--- config.mk ---
export PLATFORM = sky130hd
export DESIGN_NAME = fifo_drain_arb
export DESIGN_NICKNAME = d
export VERILOG_FILES = /design/src/rtl/fifo_drain_pkg.sv /design/src/rtl/rr_pick.sv /design/src/rtl/fifo_drain_arb.sv
export SDC_FILE = /design/constraint.sdc
export NUM_CORES = 1
export LEC_CHECK = 0
export ABC_CLOCK_PERIOD_IN_PS = 4000
export BUFFER_PORTS_ARGS = -buffer_cell sky130_fd_sc_hd__buf_2
export CELL_PAD_IN_SITES_DETAIL_PLACEMENT = 0
export CELL_PAD_IN_SITES_GLOBAL_PLACEMENT = 2
export CORE_MARGIN = 3
export CORE_UTILIZATION = 28
export CTS_CLUSTER_DIAMETER = 50
export DETAILED_ROUTE_END_ITERATION = 6
export GPL_ROUTABILITY_DRIVEN = 0
export PLACE_DENSITY_LB_ADDON = 0.1
export SLEW_MARGIN = 20
export SYNTH_ARGS = -nofsm -noshare
export SYNTH_HDL_FRONTEND = slang
export SYNTH_SLANG_ARGS = --single-unit
--- constraint.sdc ---
create_clock -name wb_clk -period 4 [get_ports wb_clk]
set_input_delay 0.8 -clock wb_clk [delete_from_list [all_inputs] [get_ports wb_clk]]
set_output_delay 0.8 -clock wb_clk [all_outputs]
set_load 0.02 [all_outputs]
--- src/rtl/fifo_drain_pkg.sv ---
// rtl/fifo_drain_pkg.sv - shared states, header codes and header builder for the FIFO drain arbiter
package fifo_drain_pkg;

    typedef enum logic [2:0] {
        ST_IDLE,
        ST_SCAN,
        ST_STROBE,
        ST_GAP,
        ST_CLEAR,
        ST_DONE
    } state_t;

    localparam logic [7:0] HDR_MAGIC      = 8'hA5;
    localparam logic [3:0] HDR_TYPE_DATA  = 4'h0;
    localparam logic [3:0] HDR_TYPE_CLEAR = 4'h1;

    function automatic logic [31:0] make_hdr(input logic [3:0] typ,
                                             input logic [3:0] ch,
                                             input logic [15:0] tail);
        return {HDR_MAGIC, typ, ch, tail};
    endfunction

endpackage

--- src/rtl/rr_pick.sv ---
// rtl/rr_pick.sv - combinational round-robin finder: first set bit of elig at or after ptr, wrapping
module rr_pick #(
    parameter int N = 4,
    parameter int W = 2
) (
    input  logic [N-1:0] elig,
    input  logic [W-1:0] ptr,
    output logic [W-1:0] idx,
    output logic         found
);

    always_comb begin
        logic [W-1:0] c;
        c     = '0;
        found = 1'b0;
        idx   = '0;
        for (int i = 0; i < N; i++) begin
            c = W'((int'(ptr) + i) % N);
            if (!found && elig[c]) begin
                found = 1'b1;
                idx   = c;
            end
        end
    end

endmodule

--- src/rtl/fifo_drain_arb.sv ---
// rtl/fifo_drain_arb.sv - round-robin readout of NCH Wishbone FIFOs into one ready/valid stream
// Optional burst/clear header words are emitted when DRAIN_HDR_EN is defined.
module fifo_drain_arb
    import fifo_drain_pkg::*;
#(
    parameter int NCH      = 4,
    parameter int CHW      = 2,
    parameter int MAXBURST = 16,
    parameter int GAP      = 3,
    parameter int HOLDOFF  = 2
) (
    input  logic                wb_clk,
    input  logic                wb_rst_n,
    input  logic                enable,
    input  logic [16*NCH-1:0]   fifocnt,
    input  logic [NCH-1:0]      overflow,
    output logic [NCH-1:0]      wb_cyc,
    output logic [NCH-1:0]      wb_stb,
    output logic [NCH-1:0]      wb_we,
    input  logic [NCH-1:0]      wb_ack,
    input  logic [32*NCH-1:0]   wb_dat_i,
    output logic [31:0]         out_dat,
    output logic [CHW-1:0]      out_ch,
    output logic                out_vld,
    input  logic                out_rdy,
    output logic [15:0]         ovf_cnt,
    output logic                busy
);

    localparam int               HW        = 8;
    localparam logic [HW-1:0]    HOLD_LOAD = HW'(HOLDOFF + GAP);
    localparam logic [7:0]       GAP_LOAD  = 8'((GAP > 0) ? GAP - 1 : 0);
    localparam logic [15:0]      BURST_MAX = 16'(MAXBURST);
    localparam logic [CHW-1:0]   LAST_CH   = CHW'(NCH - 1);

    state_t          state;
    state_t          state_nx;
    logic [CHW-1:0]  ptr;
    logic [CHW-1:0]  ch;
    logic [CHW-1:0]  pick_idx;
    logic            pick_found;
    logic [NCH-1:0]  elig;
    logic [7:0]      budget;
    logic [7:0]      budget_pick;
    logic [15:0]     cnt_pick;
    logic [7:0]      gap_cnt;
    logic [HW-1:0]   holdoff [NCH];
    logic            held;
    logic            out_free;
    logic            req;
    logic            ack_g;
    logic [31:0]     dat_g;
    logic            hdr_pend;
    logic            hdr_cap;
    logic            clr_slot;
    logic            cap;
    logic [31:0]     cap_dat;

    always_comb begin
        for (int i = 0; i < NCH; i++) begin
            elig[i] = (holdoff[i] == '0) && (overflow[i] || (fifocnt[i*16 +: 16] != 16'd0));
        end
    end

    rr_pick #(
        .N (NCH),
        .W (CHW)
    ) u_pick (
        .elig  (elig),
        .ptr   (ptr),
        .idx   (pick_idx),
        .found (pick_found)
    );

    assign cnt_pick    = fifocnt[pick_idx*16 +: 16];
    assign budget_pick = (cnt_pick > BURST_MAX) ? BURST_MAX[7:0] : cnt_pick[7:0];
    assign out_free    = !out_vld || out_rdy;
    assign ack_g       = wb_ack[ch];
    assign dat_g       = wb_dat_i[ch*32 +: 32];
    assign busy        = (state != ST_IDLE);

`ifdef DRAIN_HDR_EN
    logic hdr_pend_q;
    always_ff @(posedge wb_clk or negedge wb_rst_n) begin
        if (!wb_rst_n) begin
            hdr_pend_q <= 1'b0;
        end else if (state == ST_SCAN && state_nx == ST_STROBE) begin
            hdr_pend_q <= 1'b1;
        end else if (hdr_cap) begin
            hdr_pend_q <= 1'b0;
        end
    end
    assign hdr_pend = hdr_pend_q;
    // the clear header needs the output slot, so the write strobe waits for it
    assign clr_slot = out_free;
`else
    assign hdr_pend = 1'b0;
    assign clr_slot = 1'b1;
`endif

    // once raised, a strobe stays up until ack regardless of the output side
    assign req = held
              || (state == ST_STROBE && !hdr_pend && out_free)
              || (state == ST_CLEAR && clr_slot);
    assign hdr_cap = (state == ST_STROBE) && hdr_pend && out_free;

    always_ff @(posedge wb_clk or negedge wb_rst_n) begin
        if (!wb_rst_n) begin
            state <= ST_IDLE;
        end else begin
            state <= state_nx;
        end
    end

    always_comb begin
        state_nx = state;
        case (state)
            ST_IDLE: begin
                if (enable) state_nx = ST_SCAN;
            end
            ST_SCAN: begin
                if (!enable || !pick_found) state_nx = ST_IDLE;
                else if (overflow[pick_idx]) state_nx = ST_CLEAR;
                else state_nx = ST_STROBE;
            end
            ST_STROBE: begin
                if (req && ack_g) begin
                    if (budget == 8'd1) state_nx = ST_DONE;
                    else if (GAP == 0) state_nx = ST_STROBE;
                    else state_nx = ST_GAP;
                end
            end
            ST_GAP: begin
                if (gap_cnt == 8'd0) state_nx = ST_STROBE;
            end
            ST_CLEAR: begin
                if (req && ack_g) state_nx = ST_DONE;
            end
            ST_DONE: begin
                state_nx = enable ? ST_SCAN : ST_IDLE;
            end
            default: state_nx = ST_IDLE;
        endcase
    end

    always_comb begin
        wb_cyc = '0;
        wb_stb = '0;
        wb_we  = '0;
        if (req) begin
            wb_cyc[ch] = 1'b1;
            wb_stb[ch] = 1'b1;
            wb_we[ch]  = (state == ST_CLEAR);
        end
    end

    always_comb begin
        cap     = 1'b0;
        cap_dat = dat_g;
        if (hdr_cap) begin
            cap     = 1'b1;
            cap_dat = make_hdr(HDR_TYPE_DATA, 4'(ch), {8'h00, budget});
        end else if (state == ST_STROBE && req && ack_g) begin
            cap = 1'b1;
        end
`ifdef DRAIN_HDR_EN
        else if (state == ST_CLEAR && req && ack_g) begin
            cap     = 1'b1;
            cap_dat = make_hdr(HDR_TYPE_CLEAR, 4'(ch), 16'h0000);
        end
`endif
    end

    always_ff @(posedge wb_clk or negedge wb_rst_n) begin
        if (!wb_rst_n) begin
            ptr     <= '0;
            ch      <= '0;
            budget  <= '0;
            gap_cnt <= '0;
            held    <= 1'b0;
            out_dat <= '0;
            out_ch  <= '0;
            out_vld <= 1'b0;
            ovf_cnt <= '0;
            for (int i = 0; i < NCH; i++) holdoff[i] <= '0;
        end else begin
            held <= req && !ack_g;

            for (int i = 0; i < NCH; i++) begin
                if (state == ST_DONE && ch == CHW'(i)) holdoff[i] <= HOLD_LOAD;
                else if (holdoff[i] != '0) holdoff[i] <= holdoff[i] - 1'b1;
            end

            case (state)
                ST_SCAN: begin
                    // budget is latched once; the live count is ignored for the rest of the burst
                    if (state_nx == ST_STROBE || state_nx == ST_CLEAR) begin
                        ch     <= pick_idx;
                        budget <= budget_pick;
                    end
                end
                ST_STROBE: begin
                    if (req && ack_g) begin
                        budget  <= budget - 8'd1;
                        gap_cnt <= GAP_LOAD;
                    end
                end
                ST_GAP: begin
                    if (gap_cnt != 8'd0) gap_cnt <= gap_cnt - 8'd1;
                end
                ST_CLEAR: begin
                    if (req && ack_g && ovf_cnt != 16'hFFFF) ovf_cnt <= ovf_cnt + 16'd1;
                end
                ST_DONE: begin
                    ptr <= (ch == LAST_CH) ? '0 : ch + 1'b1;
                end
                default: ;
            endcase

            if (cap) begin
                out_dat <= cap_dat;
                out_ch  <= ch;
                out_vld <= 1'b1;
            end else if (out_vld && out_rdy) begin
                out_vld <= 1'b0;
            end
        end
    end

endmodule

==> out/metrics.yaml <==
yosys:
  yosys_warnings: 0
  synth_cell_type_count: 72
  yosys-top-cells-area: "dfrtp_1, mux4_2, nand2_1"
  syn_inst: 645
  syn_area_per_cell_sq_um: 9.95
  synth.most_common_cell: "nand2_1"
  synth_top_flop_cell: "dfrtp_1"
  synth_top_cell_by_area: "dfrtp_1"
  ys_async_sr_fraction_pct: 100
  synth.yosys.seq_area_share_pct: 41.7
  synth_edf_count: 0
  synth_area_sq_um: 6410
  syn_nets: 866
  synth_top_area_share_pct: 41.7
  synthTopCellsByCount: "nand2_1, dfrtp_1, nor2_1"
  ys_ff_latch: 107
cts:
  post_cts_resized: 0
  cts_tree: "built"
  clk_pin_slew_ps: 80
  clk_latency_ps: 350
  numCtsBuffers: 9
  ctsHoldBuffers: 0
  cts_sinks: 107
  cts_root_buffer: "clkbuf_16"
  postCtsSetupBuffers: 0
  clockBufferDepth: 2
  htreeDepth: 3
setup_path:
  cp_slowest_cell: "or4_4"
  path_buf_inv: 0
  crit_type: "reg2reg"
  worstPathMaxFanout: 6
  r2r-end: "budget[0]"
  cp.depth: 8
  crit_chain: "or4_4 -> or3_1 -> a2111o_1 -> o31ai_2 -> mux2_4 -> nor4_2 -> a32oi_2 -> o21ai_0"
  cp-end-kind: "register"
  start_kind: "register"
  crit_path_max_incr_delay_ps: 570
  worstPathRequired_ps: 4260
  crit_family: "simple AND/OR/NAND/NOR gates"
  r2r_start: "holdoff[29]"
  reg2reg_depth: 8
  cp-startpoint: "holdoff[29]"
  crit_arrival_ps: 3460
  rrSetupSlack_ps: 810
floorplanning:
  die_w_microns: 157
  initial_core_util_pct: 28.9
  rows: 54
  dieArea_sq_um: 24800
  io_pins: 268
  die_y_microns: 157
  design.core.area_sq_um: 22200
cells_and_area:
  synthToLayoutAreaGrowth_pct: 30.7
  n_antenna_cell: 0
  drive_above_1_share_pct: 38.8
  stdcell_count: 1188
  final_nets: 1124
  fin_util_pct: 37.8
global_routing:
  grt_max_degree: 57
  busiest_layer: "met2"
  grt_util_met3_pct: 4.10
  grt_overflow: 0
  track_usage_pct: 16.1
  antenna_found_initial: 0
  grt_pass1_vias: 6038
  grt_pass1_wl_microns: 31700
  gr-usage-met1_pct: 20.8
  use_met2_pct: 28.1
timing:
  clock_skew_ps: 13.7
  fin_crit_sh_pct: 79.9
  fmax_mhz: 313
  tightest_slew_ps: 735
  maxSlewViolCount: 0
  rsz0062_at_grt: "no"
  setup_viol: 0
  finalSetupTns_ps: 0
  slew_headroom_pct: 51.0
  setup_ws_ps: 805
  finalHoldViolations: 0
  final.min_clock_period_ps: 3190
route:
  first_pass_iters: 4
  drt-total-wl_microns: 20000
  num_vias: 5788
  drc: 0
  wl_per_cell_microns: 16.8
  ant_nets: 0
  drt_iter0_markers: 308
  avgViaCountPerCell: 4.87
pwr:
  power_leakage_nw: 4.08
  power_density_nw_per_um2: 590
  peakVddDrop_uv: 351
hold_path:
  hold_path_class: "reg2reg"
  min_path_cells: 2
  hold_start: "out_dat[24]"
  min_to: "out_dat[24]"
flow_run:
  drv_cap: 0
place:
  pre_cts_slack_ps: 469
  port_buffers: 267
  place_inst: 1172
  hpwlAfterDp_microns: 15900
run_status:
  outcome: "finished, final reports clean"
-- routing by layer --
layer / up-vias / part of all wire, % / routed length [microns]
li1: 2806 / - / -
met1: 2816 / 42 / 8380
met2: 154 / 52 / 10400
met3: 12 / 5.5 / 1100
met4: 0 / 0.72 / 144
met5: - / 0 / 0
-- report_power, final --
| part | total, mW | internal [mW] | switching (mW) |
|---|---|---|---|
| registers | 1.85 | 1.49 | 0.351 |
| clock network | 0.923 | 0.506 | 0.417 |
| logic | 2.17 | 0.937 | 1.24 |
-- stage by stage --
stage	instance area, sq um	total power [mW]	hold WS, ps
floorplan	6410	3.32	442
global placement	8080	4.03	455
detailed placement	8080	4.07	458
CTS	8380	5.02	475
global route	8380	5.36	490
finish	8380	4.94	467
-- placed cells by master (no fill, tap or decap), types with 6 or more instances in the layout --
cell and instances:
xor2_1 11, nand2_1 123, and3_1 11, nand2b_1 8, ha_1 17, mux2_2 7
inv_1 25, nand4_1 6, nor3_1 22, nor2_1 50, and2_1 8, nor4_1 18
nand3_1 15, mux2i_1 17, buf_4 11, clkbuf_16 9, or4_1 6, mux4_2 33
dfrtp_1 106, buf_2 266, a21oi_1 17, xnor2_1 29, o21ai_0 22
-- layout make-up --
class                   instances  area, sq um
inverters                      25         93.8
flip-flops and latches        107         2680
clock inverters                 5         60.1
well taps                     280          350
multi-input cells             482         3520
clock buffers                  11          243
repair buffers                278         1430
fillers                      2254        13800
-- how the worst max path moves through the flow --
stage / end
detailed placement: budget[0]
global placement: budget[1]
floorplan: budget[0]
CTS: budget[0]
finish: budget[0]
global route: budget[0]
-- worst reg2reg max path: stages (launching register included) --
cell and delay [ps]:
dfrtp_1 410, or4_4 570, or3_1 510, a2111o_1 470, o31ai_2 150, mux2_4 350
nor4_2 270, a32oi_2 180, o21ai_0 210
-- state kept, by name, indices dropped and copies added, names as in the netlist --
register,count
out_dat,32
budget,8
ovf_cnt,16
ch,2
gap_cnt,8
state,3
out_vld,1
held,1
ptr,2
holdoff,32
out_ch,2
-- kinds of logic after synthesis --
family / count (synthesis) / share of synthesized area, %
flip-flops: 107 / 41.7
AND/OR/NAND/NOR: 295 / 22.1
adder cells (fa/ha/maj): 17 / 3.32
buffers and inverters: 56 / 3.67
AO/OA/AOI/OAI: 72 / 8.00
multiplexers: 58 / 15.7
XOR/XNOR: 40 / 5.46
No activity file was read; power rests on OpenSTA's default activity.
